### config.mk
export PLATFORM = sky130hd
export DESIGN_NAME = mul_sequencer
export DESIGN_NICKNAME = d
export VERILOG_FILES = /design/src/rtl/alu_pkg.sv /design/src/rtl/mul_step.sv /design/src/rtl/mul_sequencer.sv
export SDC_FILE = /design/constraint.sdc
export NUM_CORES = 1
export LEC_CHECK = 0
export CORE_MARGIN = 5
export CORE_UTILIZATION = 45
export DETAILED_ROUTE_END_ITERATION = 8
export MAX_ROUTING_LAYER = met4
export PLACE_DENSITY = 0.69
export SETUP_SLACK_MARGIN = 0.15
export SLEW_MARGIN = 5
export SYNTH_ARGS = -nofsm -noshare
export SYNTH_HDL_FRONTEND = slang
export SYNTH_SLANG_ARGS = --single-unit
### constraint.sdc
create_clock -name clk -period 6 [get_ports clk]
set_clock_uncertainty 0.2 [all_clocks]
set_input_delay 0.9 -clock clk [delete_from_list [all_inputs] [get_ports clk]]
set_output_delay 0.9 -clock clk [all_outputs]
set_load 0.05 [all_outputs]
### src/rtl/alu_pkg.sv
// alu_pkg: shared multiply-unit types and constants used by decode and the sequencer
package alu_pkg;
  typedef enum logic [1:0] {
    IDLE = 2'd0,
    RUN  = 2'd1,
    DONE = 2'd2
  } mul_state_t;
  localparam int MUL_WIDTH = 16;
  localparam logic [3:0] OP_MUL = 4'd10;
endpackage

### src/rtl/mul_step.sv
// mul_step: one add-and-shift iteration of the unsigned multiplier datapath
module mul_step #(
  parameter int WIDTH = 16
) (
  input  logic [2*WIDTH:0]   p,
  input  logic [WIDTH-1:0]   m,
  output logic [2*WIDTH:0]   p_next
);
  logic [WIDTH:0] upper;
  // add the multiplicand into {carry, upper} when the current multiplier bit is set, then shift right
  always_comb begin
    upper  = p[0] ? p[2*WIDTH:WIDTH] + {1'b0, m} : p[2*WIDTH:WIDTH];
    p_next = {1'b0, upper, p[WIDTH-1:1]};
  end
endmodule

### src/rtl/mul_sequencer.sv
// mul_sequencer: multi-cycle 16x16 unsigned multiply controller producing HI/LO words
module mul_sequencer
  import alu_pkg::*;
#(
  parameter int WIDTH = MUL_WIDTH
) (
  input  logic             clk,
  input  logic             rst,
  input  logic             req_valid,
  output logic             req_ready,
  input  logic [WIDTH-1:0] op_a,
  input  logic [WIDTH-1:0] op_b,
  input  logic             cancel,
  output logic             busy,
  output logic             done,
  output logic [WIDTH-1:0] hi,
  output logic [WIDTH-1:0] lo
);
  localparam int CW = $clog2(WIDTH);
  localparam logic [CW-1:0] LAST = CW'(WIDTH - 1);
  mul_state_t       state_q, state_d;
  logic [2*WIDTH:0] p_q, p_d, p_step;
  logic [WIDTH-1:0] m_q, m_d, hi_q, hi_d, lo_q, lo_d;
  logic [CW-1:0]    cnt_q, cnt_d;
  mul_step #(.WIDTH(WIDTH)) u_step (
    .p      (p_q),
    .m      (m_q),
    .p_next (p_step)
  );
  // next-state: accept in IDLE, iterate in RUN (cancel wins), single DONE cycle
  always_comb begin
    state_d = state_q;
    p_d     = p_q;
    m_d     = m_q;
    cnt_d   = cnt_q;
    hi_d    = hi_q;
    lo_d    = lo_q;
    unique case (state_q)
      IDLE: if (req_valid) begin
        m_d     = op_a;
        p_d     = {{(WIDTH+1){1'b0}}, op_b};
        cnt_d   = '0;
        state_d = RUN;
      end
      RUN: if (cancel) begin
        state_d = IDLE;
      end else begin
        p_d   = p_step;
        cnt_d = cnt_q + 1'b1;
        if (cnt_q == LAST) begin
          hi_d    = p_step[2*WIDTH-1:WIDTH];
          lo_d    = p_step[WIDTH-1:0];
          state_d = DONE;
        end
      end
      DONE: state_d = IDLE;
      default: state_d = IDLE;
    endcase
  end
  // state and datapath registers, cleared asynchronously
  always_ff @(posedge clk or negedge rst) begin
    if (!rst) begin
      state_q <= IDLE;
      p_q     <= '0;
      m_q     <= '0;
      cnt_q   <= '0;
      hi_q    <= '0;
      lo_q    <= '0;
    end else begin
      state_q <= state_d;
      p_q     <= p_d;
      m_q     <= m_d;
      cnt_q   <= cnt_d;
      hi_q    <= hi_d;
      lo_q    <= lo_d;
    end
  end
  assign req_ready = state_q == IDLE;
  assign busy      = state_q != IDLE;
  assign done      = state_q == DONE;
  assign hi        = hi_q;
  assign lo        = lo_q;
endmodule

==> reports/metrics.yaml <==
clkSlewWorstSetupHoldPaths_ns: 0.09
grt_usage: 0.1786
finalWorstSetupSlack_ns: 3.033
ios: 71
async_flop_share: 1.000
dieWidth_um: 107.4
core.rowCount: 35
areaGrowthSynthToFinish_pct: 23.78
status: "completed"
period_share: 0.4944
relSlewSlack: 0.3031
cts.sinks: 86
dp_slack_ns: 2.876
gp_congestion: 0.9891
power.density_nw_per_um2: 386.6
period_minus_slack_ns: 2.967
io_buffers: 70
antenna_found_initial: 0
hold_viol: 0
ys_seq_elements: 86
clk_latency_ns: 0.36
synth.distinct_cells: 45
cts-buffers-inserted: 9
grt_max_degree: 87
worst_slew_pin_slew_ns: 1.045
critPathLaunch: "state_q[0]"
yosys_most_used_dff: "dfrtp_1"
cp_max_fo: 6
dp_cells: 604
power_frac_comb: 0.379
htreeDepth: 3
synth_top_area_share: 0.5043
netlist_area_um2: 4268
clock_path_buffers: 2
holdCritStartpoint: "lo[2]"
synth.area.top_cells: "dfrtp_1 50%, nand2_1 8.0%, o21ai_0 5.9%, mux2i_1 5.2%, ha_1 5.0%"
synth.avg_cell_area_um2: 10.09
drt_wl_total_um: 9371
final_cells: 620
cts.repair.resized: 0
drc_errors: 0
first_global_vias: 3254
syn-instance-count: 423
clkPwrFrac: 0.224
fin_total_pwr_w: 0.002042
fin_tns_setup_ns: 0
postRouteAntennaNets: 0
yosysMostFrequentCell: "nand2_1"
drv_cap: 0
grt_overflow_total: 0
cp-end-kind: "primary output"
rsz0062_at_grt: "no"
irDropWorstVdd_uv: 172.4
synth_top_area_cell: "dfrtp_1"
p_int_w: 0.001279
start_kind: "flip-flop"
nFillCells: 800
yosys_warnings: 0
crit_type: "flip-flop to primary output"
cp.arrival_ns: 1.87
dieArea_um2: 11530
seq_area_frac_synth: 0.5043
hpwlAfterDp_um: 6543
cts_tree: "yes"
p_switching_w: 0.0007630
post_cts_buffers: 0
syn_nets: 477
netSwitchingFraction: 0.3736
routedWlPerCell_um: 15.11
cts.hold.buffers_added: 0
p_seq_frac: 0.398
synth_edf_count: 0
dr.pass1.iters: 6
hp-class: "flip-flop to flip-flop"
required_ns: 4.90
start_util: 0.4619
coreArea_um2: 9240
vias_per_cell: 5.269
maxSlewViolCount: 0
setup_viol: 0
die_h_um: 107.4
final_nets: 540
antenna_cells: 0
max_freq_ghz: 0.3371
drive_above_1_share: 0.08758
ys_top_cells_by_count: "91 x nand2_1, 86 x dfrtp_1, 50 x o21ai_0"
vias: 3267
grt_pass1_wl_um: 15950
dr.first_iter.drc_count: 223
root_buffer: "clkbuf_8"
p_leak_nw: 2.392
r2r-start: "p_q[16]"
[path summary, 6_finish.rpt]
path,endpoint,cells past startpoint,slack (ns)
max,req_ready,2,3.03
min,lo[2],2,0.28
max reg2reg,hi[13],8,3.10
min reg2reg,lo[2],2,0.28
max in group asynchronous,m_q[8],1,4.41
min in group asynchronous,lo[14],1,0.53
[power groups by stage]
| stage | logic (W) | clock network [W] | registers (W) |
|---|---|---|---|
| floorplan | 0.000606 | 0 | 0.000788 |
| global placement | 0.000754 | 0 | 0.000817 |
| detailed placement | 0.000772 | 0 | 0.000823 |
| CTS | 0.000777 | 0.000466 | 0.000811 |
| global route | 0.000871 | 0.000490 | 0.000832 |
| finish | 0.000774 | 0.000456 | 0.000812 |
[routing by layer]
| metal | vias up | GRT usage | wire length [um] |
|---|---|---|---|
| met5 | - | - | 0 |
| met4 | 0 | 0.06312 | 143 |
| met3 | 12 | 0.04259 | 663 |
| met2 | 108 | 0.2717 | 4232 |
| met1 | 1539 | 0.2354 | 4332 |
| li1 | 1608 | - | - |
[registers in the layout, summed over array words and instances, names as in the netlist]
register and count:
cnt_q 4, hi 16, lo 16, m_q 16, p_q 32, state_q 2
[cell type report]
cell class              count  area [um^2]  area share
repair buffers             72        713.2      0.1350
flip-flops and latches     86         2152      0.4074
clock buffers               9        123.9     0.02345
clock inverters             7        97.59     0.01847
multi-input cells         311         2012      0.3809
inverters                   6        22.52    0.004263
well taps                 129        161.4     0.03055
[stage by stage]
| step | utilization | hold WS, ns | instance area, um^2 |
|---|---|---|---|
| final | 0.5717 | 0.2792 | 5283 |
| after detailed placement | 0.5477 | 0.2633 | 5061 |
| after global placement | 0.5477 | 0.2569 | 5061 |
| after CTS | 0.5717 | 0.2845 | 5283 |
| after floorplan | - | 0.2604 | 4268 |
| after global routing | 0.5717 | 0.3023 | 5283 |
[worst max-delay path, cell delays in order (launching register included)]
cell	delay [ns]
dfrtp_1	0.44
nor2_1	0.23
clkdlybuf4s50_1	0.85
[cell usage in the layout (no fill, tap or decap), drive strengths merged, types with 3 or more instances in the layout]
master / Yosys / final
buf: 6 / 3
nand3: 5 / 5
inv: 6 / 7
or3: 4 / 4
o21ai: 53 / 53
a22oi: 7 / 7
nor2b: 3 / 3
ha: 17 / 17
clkdlybuf4s50: 0 / 69
a22o: 3 / 3
xnor2: 12 / 12
nor2: 10 / 10
a21oi: 21 / 21
nand4: 4 / 4
dfrtp: 86 / 86
a21o: 5 / 5
nand2: 91 / 91
mux2i: 22 / 22
nand2b: 6 / 6
mux2: 19 / 19
clkbuf: 14 / 9
xor2: 4 / 4
[kinds of logic (layout without fill, tap and decap cells)]
| family | Yosys count | count (layout) | synth area share |
|---|---|---|---|
| AOI/OAI and AO/OA | 103 | 103 | 0.1422 |
| xor gates and xnor gates | 16 | 16 | 0.03283 |
| adders and majority gates | 18 | 18 | 0.05453 |
| buffers and inverters | 26 | 94 | 0.02492 |
| DFF | 86 | 86 | 0.5043 |
| muxes | 41 | 41 | 0.1026 |
| and+or+nand+nor | 133 | 133 | 0.1387 |
Power figures use the tool's default switching activity.
